$ cat src/rtl/axi_burst_master.sv
// AXI4 burst master: one INCR read or write burst per command, with a merged completion response.
// Optional handshake watchdog and done_timeout port when AXI_BURST_MASTER_TIMEOUT_EN is defined.
module axi_burst_master #(
    parameter int ADDR_WIDTH     = 32,
    parameter int DATA_WIDTH     = 32,
    parameter int MAX_BURST_LEN  = 16,
    parameter int TIMEOUT_CYCLES = 1024
) (
    input  logic                    clk,
    input  logic                    rst_n,
`ifdef AXI_BURST_MASTER_TIMEOUT_EN
    output logic                    done_timeout,
`endif
    input  logic                    cmd_valid,
    output logic                    cmd_ready,
    input  logic                    cmd_write,
    input  logic [ADDR_WIDTH-1:0]   cmd_addr,
    input  logic [7:0]              cmd_len,
    input  logic                    wr_data_valid,
    output logic                    wr_data_ready,
    input  logic [DATA_WIDTH-1:0]   wr_data,
    input  logic [DATA_WIDTH/8-1:0] wr_strb,
    output logic                    rd_data_valid,
    input  logic                    rd_data_ready,
    output logic [DATA_WIDTH-1:0]   rd_data,
    output logic                    rd_data_last,
    output logic                    done_valid,
    output logic [1:0]              done_resp,
    output logic [ADDR_WIDTH-1:0]   awaddr,
    output logic [7:0]              awlen,
    output logic [2:0]              awsize,
    output logic [1:0]              awburst,
    output logic                    awvalid,
    input  logic                    awready,
    output logic [DATA_WIDTH-1:0]   wdata,
    output logic [DATA_WIDTH/8-1:0] wstrb,
    output logic                    wlast,
    output logic                    wvalid,
    input  logic                    wready,
    input  logic [1:0]              bresp,
    input  logic                    bvalid,
    output logic                    bready,
    output logic [ADDR_WIDTH-1:0]   araddr,
    output logic [7:0]              arlen,
    output logic [2:0]              arsize,
    output logic [1:0]              arburst,
    output logic                    arvalid,
    input  logic                    arready,
    input  logic [DATA_WIDTH-1:0]   rdata,
    input  logic [1:0]              rresp,
    input  logic                    rlast,
    input  logic                    rvalid,
    output logic                    rready
);

    localparam int STRB_W = DATA_WIDTH / 8;
    localparam logic [2:0] AXSIZE = 3'($clog2(STRB_W));

    if ((DATA_WIDTH != 32 && DATA_WIDTH != 64) || MAX_BURST_LEN < 1 ||
        MAX_BURST_LEN > 256 || TIMEOUT_CYCLES < 1) begin : g_bad_param
        $error("axi_burst_master: illegal parameter combination");
    end

    typedef enum logic [2:0] {
        S_IDLE, S_WADDR, S_WDATA, S_WRESP, S_RADDR, S_RDATA, S_DONE
    } state_t;

    state_t                  state_reg, state_next;
    logic [ADDR_WIDTH-1:0]   addr_reg;
    logic [7:0]              len_reg;
    logic [8:0]              beat_cnt_reg;
    logic [1:0]              resp_reg;
    logic                    timeout_reg;

    logic cmd_hs, aw_hs, w_hs, b_hs, ar_hs, r_hs;
    logic len_bad, beat_is_last, timeout_hit;
    logic [1:0] r_merged;

    assign cmd_hs       = (state_reg == S_IDLE) && cmd_valid;
    assign aw_hs        = (state_reg == S_WADDR) && awready;
    assign w_hs         = (state_reg == S_WDATA) && wr_data_valid && wready;
    assign b_hs         = (state_reg == S_WRESP) && bvalid;
    assign ar_hs        = (state_reg == S_RADDR) && arready;
    assign r_hs         = (state_reg == S_RDATA) && rvalid && rd_data_ready;
    assign len_bad      = ({1'b0, cmd_len} >= 9'(MAX_BURST_LEN));
    assign beat_is_last = (beat_cnt_reg == {1'b0, len_reg});

    // Sticky-worst merge; an rlast that disagrees with the beat count forces SLVERR.
    always_comb begin
        r_merged = resp_reg;
        if (rresp > r_merged) r_merged = rresp;
        if ((rlast != beat_is_last) && (r_merged < 2'b10)) r_merged = 2'b10;
    end

`ifdef AXI_BURST_MASTER_TIMEOUT_EN
    localparam int TMR_W = $clog2(TIMEOUT_CYCLES + 1);
    logic [TMR_W-1:0] timer_reg;
    logic             wait_state, chan_hs;

    assign wait_state  = (state_reg == S_WADDR) || (state_reg == S_WDATA) ||
                         (state_reg == S_WRESP) || (state_reg == S_RADDR) ||
                         (state_reg == S_RDATA);
    assign chan_hs     = aw_hs || w_hs || b_hs || ar_hs || r_hs;
    assign timeout_hit = wait_state && !chan_hs && (timer_reg == TMR_W'(TIMEOUT_CYCLES - 1));

    always_ff @(posedge clk) begin
        if (!rst_n || !wait_state || chan_hs) begin
            timer_reg <= '0;
        end else if (!timeout_hit) begin
            timer_reg <= timer_reg + 1'b1;
        end
    end

    assign done_timeout = (state_reg == S_DONE) && timeout_reg;
`else
    assign timeout_hit = 1'b0;
`endif

    always_ff @(posedge clk) begin
        if (!rst_n) state_reg <= S_IDLE;
        else        state_reg <= state_next;
    end

    always_comb begin
        state_next = state_reg;
        case (state_reg)
            S_IDLE:  if (cmd_valid) state_next = len_bad ? S_DONE : (cmd_write ? S_WADDR : S_RADDR);
            S_WADDR: if (aw_hs) state_next = S_WDATA;
            S_WDATA: if (w_hs && beat_is_last) state_next = S_WRESP;
            S_WRESP: if (b_hs) state_next = S_DONE;
            S_RADDR: if (ar_hs) state_next = S_RDATA;
            S_RDATA: if (r_hs && rlast) state_next = S_DONE;
            S_DONE:  state_next = S_IDLE;
            default: state_next = S_IDLE;
        endcase
        if (timeout_hit) state_next = S_DONE;
    end

    always_ff @(posedge clk) begin
        if (!rst_n) begin
            addr_reg     <= '0;
            len_reg      <= '0;
            beat_cnt_reg <= '0;
            resp_reg     <= '0;
            timeout_reg  <= 1'b0;
        end else begin
            if (cmd_hs) begin
                addr_reg     <= cmd_addr;
                len_reg      <= cmd_len;
                beat_cnt_reg <= '0;
                resp_reg     <= len_bad ? 2'b10 : 2'b00;
                timeout_reg  <= 1'b0;
            end
            if (w_hs || r_hs) beat_cnt_reg <= beat_cnt_reg + 1'b1;
            if (b_hs)         resp_reg     <= bresp;
            if (r_hs)         resp_reg     <= r_merged;
            if (timeout_hit) begin
                resp_reg    <= 2'b10;
                timeout_reg <= 1'b1;
            end
        end
    end

    always_comb begin
        cmd_ready     = (state_reg == S_IDLE);
        awvalid       = (state_reg == S_WADDR);
        wvalid        = (state_reg == S_WDATA) && wr_data_valid;
        wr_data_ready = (state_reg == S_WDATA) && wready;
        wlast         = (state_reg == S_WDATA) && beat_is_last;
        bready        = (state_reg == S_WRESP);
        arvalid       = (state_reg == S_RADDR);
        rready        = (state_reg == S_RDATA) && rd_data_ready;
        rd_data_valid = (state_reg == S_RDATA) && rvalid;
        rd_data_last  = (state_reg == S_RDATA) && rlast;
        done_valid    = (state_reg == S_DONE);
        done_resp     = resp_reg;
        awaddr        = addr_reg;
        araddr        = addr_reg;
        awlen         = len_reg;
        arlen         = len_reg;
        awsize        = AXSIZE;
        arsize        = AXSIZE;
        awburst       = 2'b01;
        arburst       = 2'b01;
        wdata         = wr_data;
        wstrb         = wr_strb;
        rd_data       = rdata;
    end

endmodule

$ cat config.mk
export PLATFORM = sky130hd
export DESIGN_NAME = axi_burst_master
export DESIGN_NICKNAME = d
export VERILOG_FILES = /design/src/rtl/axi_burst_master.sv
export SDC_FILE = /design/constraint.sdc
export NUM_CORES = 1
export LEC_CHECK = 0
export ABC_AREA = 1
export BUFFER_PORTS_ARGS = -buffer_cell sky130_fd_sc_hd__buf_2
export CAP_MARGIN = 20
export CORE_AREA = 10 10 105 107
export DETAILED_ROUTE_END_ITERATION = 8
export DIE_AREA = 0 0 115 117
export PLACE_DENSITY = 0.91
export SLEW_MARGIN = 30
export SYNTH_ARGS = -nofsm -noshare
export SYNTH_HDL_FRONTEND = slang
export SYNTH_SLANG_ARGS = --single-unit
$ cat constraint.sdc
create_clock -name clk -period 2.04 [get_ports clk]
set_input_delay 0.204 -clock clk [delete_from_list [all_inputs] [get_ports clk]]
set_output_delay 0.204 -clock clk [all_outputs]
set_load 0.1 [all_outputs]
==> results_dict.tcl <==
set metrics [dict create \
    cts_root_buf "clkbuf_8" \
    peakVddDrop_v 0.000888 \
    die_h_um 117 \
    maxSlewViolCount 0 \
    dpl.hpwl_um 7590 \
    fp.dieW_um 115 \
    yosysTopAreaCell "dfxtp_1" \
    pwr-share-seq_pct 22.5 \
    synth_edf_count 0 \
    drc 0 \
    net-switching-power_mw 4.31 \
    whs_endpoint "araddr[16]$_SDFFE_PN0P_" \
    fin_crit_sh_pct 91.7 \
    worstMarginPinSlew_ps 517 \
    reg2reg_from "state_reg[0]$_SDFFE_PN0P_" \
    fmax_ghz 0.534 \
    path_class "reg2out" \
    grt_pass1_vias 2936 \
    start_util_pct 38.7 \
    hp-start "cmd_addr[16]" \
    async_reset_ff_share_pct 0 \
    slew_headroom_pct 65.8 \
    final_cells 639 \
    yosys_most_used_dff "dfxtp_1" \
    ioPinCount 295 \
    clk_pin_slew_ps 100 \
    wl_per_cell_um 14.6 \
    rsz0062_at_grt "false" \
    min_path_type "in2reg" \
    synthTopCellsByCount "nand2_1 (124), buf_4 (121), a21oi_1 (57)" \
    vias 2968 \
    yosysSeqAreaShare_pct 31.0 \
    crit_path_start_kind "flip-flop" \
    io_buffers 148 \
    drive_gt1_share_pct 36.0 \
    grt_usage_pct 12.7 \
    fill_cells 943 \
    post-cts-setup-buffer-count 0 \
    area_growth_pct 3.87 \
    htree_levels 2 \
    worstSkewPairLatency_ps 300 \
    synth_top_area_share_pct 31.0 \
    final_cell_area_um2 3620 \
    rr_worst_depth 8 \
    crit_fanout 8 \
    critPathBufInv 2 \
    r2r-end "beat_cnt_reg[6]$_SDFFE_PN0P_" \
    final-hold-violation-count 0 \
    wirelength_um 9330 \
    grt_max_degree 27 \
    cts_inserted_buffers 5 \
    internal_power_mw 2.16 \
    largest_register_ff_count 32 \
    cp_cell_sequence "inv_1 > nand3_2 > nor2_4 > buf_2" \
    synth_most_common_cell "nand2_1" \
    whs_path_depth 3 \
    core_um2 9020 \
    insertedDiodeCount 0 \
    synth_cells 491 \
    cpPeakStageDelay_ps 450 \
    cts_sinks 54 \
    ctsLongestPathBuffers 2 \
    synth_area_per_cell_um2 7.10 \
    cap_violations 0 \
    yosys.cell_types.count 33 \
    crit_path_end_kind "primary output" \
    fp.dieArea_um2 13500 \
    cpMaxStageDelayCell "buf_2" \
    num_rows 35 \
    power_frac_comb_pct 68.3 \
    post-route-util_pct 40.2 \
    ant_nets 0 \
    powerDensity_nw_per_um2 1790 \
    p_sw_share_pct 66.6 \
    yosysWarnings 0 \
    nets 655 \
    regToRegSetupSlack_ps 450 \
    ys_ff_latch 54 \
    setup_violations 0 \
    drt-vias-per-instance 4.64 \
    p_clk_share_pct 9.2 \
    placed_area_um2 3520 \
    grt_pass1_wl_um 14300 \
    drt_pass1_iterations 4 \
    fin_crit_ps 1870 \
    leakagePower_nw 1.85 \
    synth.area.top_cells "dfxtp_1 (31%), buf_4 (26%), nand2_1 (13%), a21oi_1 (8.2%), inv_1 (4.1%)" \
    finClkSkew_ps 5.09 \
    grt_antenna_before_repair 0 \
    drt_iter0_markers 112 \
    cp.required_ps 1840 \
    synth.cell_area_um2 3490 \
    tns_ps 0 \
    ctsHoldBuffers 0 \
    routabilityCongestion 0.903 \
    outcome "completed" \
    place_inst 631 \
    cp_data_arrival_time_ps 1670 \
    grt-ovfl-total 0 \
    cts_tree "done" \
    path_delay_family "buffers and inverters" \
]
## worst min-delay path: cells and delay by family
kind                   cells  cell delay [ps]
AOI/OAI and AO/OA          1               50
buffers and inverters      1              100
and+or+nand+nor            1               50
## per-layer routing
metal	wire [µm]	track usage, %	vias to the layer above	part of all wire, %
met4	257	5.20	0	2.8
met3	839	5.40	38	9.0
li1	-	-	1491	-
met2	4570	20.3	108	49
met1	3660	14.7	1331	39
met5	0	0	-	0
## kinds of logic (layout without fill, tap and decap cells)
family / Yosys count / in the layout / synth area share, %
AOI/OAI and AO/OA: 79 / 79 / 12.3
other: 2 / 10 / 0.215
adders and majority gates: 4 / 4 / 1.43
DFF: 54 / 54 / 31.0
and+or+nand+nor: 176 / 176 / 23.0
buffers and inverters: 176 / 205 / 32.1
## cell type report
type | count | area, µm² | share of cell area, %
clock buffers | 6 | 72.6 | 2.00
clock inverters | 2 | 13.8 | 0.380
repair buffers | 153 | 788 | 21.8
inverters | 44 | 168 | 4.63
well taps | 111 | 139 | 3.83
flip-flops and latches | 54 | 1090 | 30.0
multi-input cells | 269 | 1360 | 37.4
## layout by cell type (no fill, tap or decap), types with 2 or more instances in the layout
master and instances:
inv_2 4, o31ai_1 2, buf_2 147, nor2_1 10, nor2_2 5, nand3_1 11, ha_1 4, inv_1 38
nand3b_1 2, a211oi_2 2, nand3_2 3, conb_1 10, nor3_1 2, o21ai_0 11, nand2_4 2, a21oi_1 57
dfxtp_1 52, buf_4 5, nand2_1 124, o211ai_1 2, nand4_1 7, nor2_4 5, clkbuf_8 5
## power groups by stage
stage          clock network [mW]  registers (mW)  logic, mW
3_5_place_dp                    0            1.48       4.43
3_3_place_gp                    0            1.47       4.41
4_1_cts                     0.638            1.45       4.43
2_1_floorplan                   0            2.68       3.45
6_report                    0.597            1.45       4.42
5_1_grt                     0.676            1.49       4.63
## how the worst max path moves through the flow
| stage | slack, ps | depth (start not counted) | endpoint | startpoint |
|---|---|---|---|---|
| floorplan | -510 | 8 | wlast | arlen[7]$_SDFFE_PN0P_ |
| global placement | 350 | 7 | wlast | beat_cnt_reg[0]$_SDFFE_PN0P_ |
| detailed placement | 310 | 7 | wlast | beat_cnt_reg[0]$_SDFFE_PN0P_ |
| CTS | 90 | 7 | wlast | beat_cnt_reg[0]$_SDFFE_PN0P_ |
| global route | 1 | 7 | wlast | beat_cnt_reg[7]$_SDFFE_PN0P_ |
| finish | 170 | 4 | wr_data_ready | state_reg[0]$_SDFFE_PN0P_ |
## metrics by stage
| stage | total power, mW | hold slack, ps | worst slack, ps |
|---|---|---|---|
| final | 6.47 | 138 | 169 |
| after floorplan | 6.13 | 342 | -506 |
| after detailed placement | 5.90 | 409 | 313 |
| after global routing | 6.80 | 123 | 1.04 |
| after global placement | 5.88 | 409 | 350 |
| after CTS | 6.53 | 119 | 89.1 |
## timing repair
action                                 4_1_cts  5_1_grt
endpoints found under the hold margin        0        0
gates resized for setup                      1        4
setup endpoints to repair                    1        1
No activity file was read; power rests on OpenSTA's default activity.
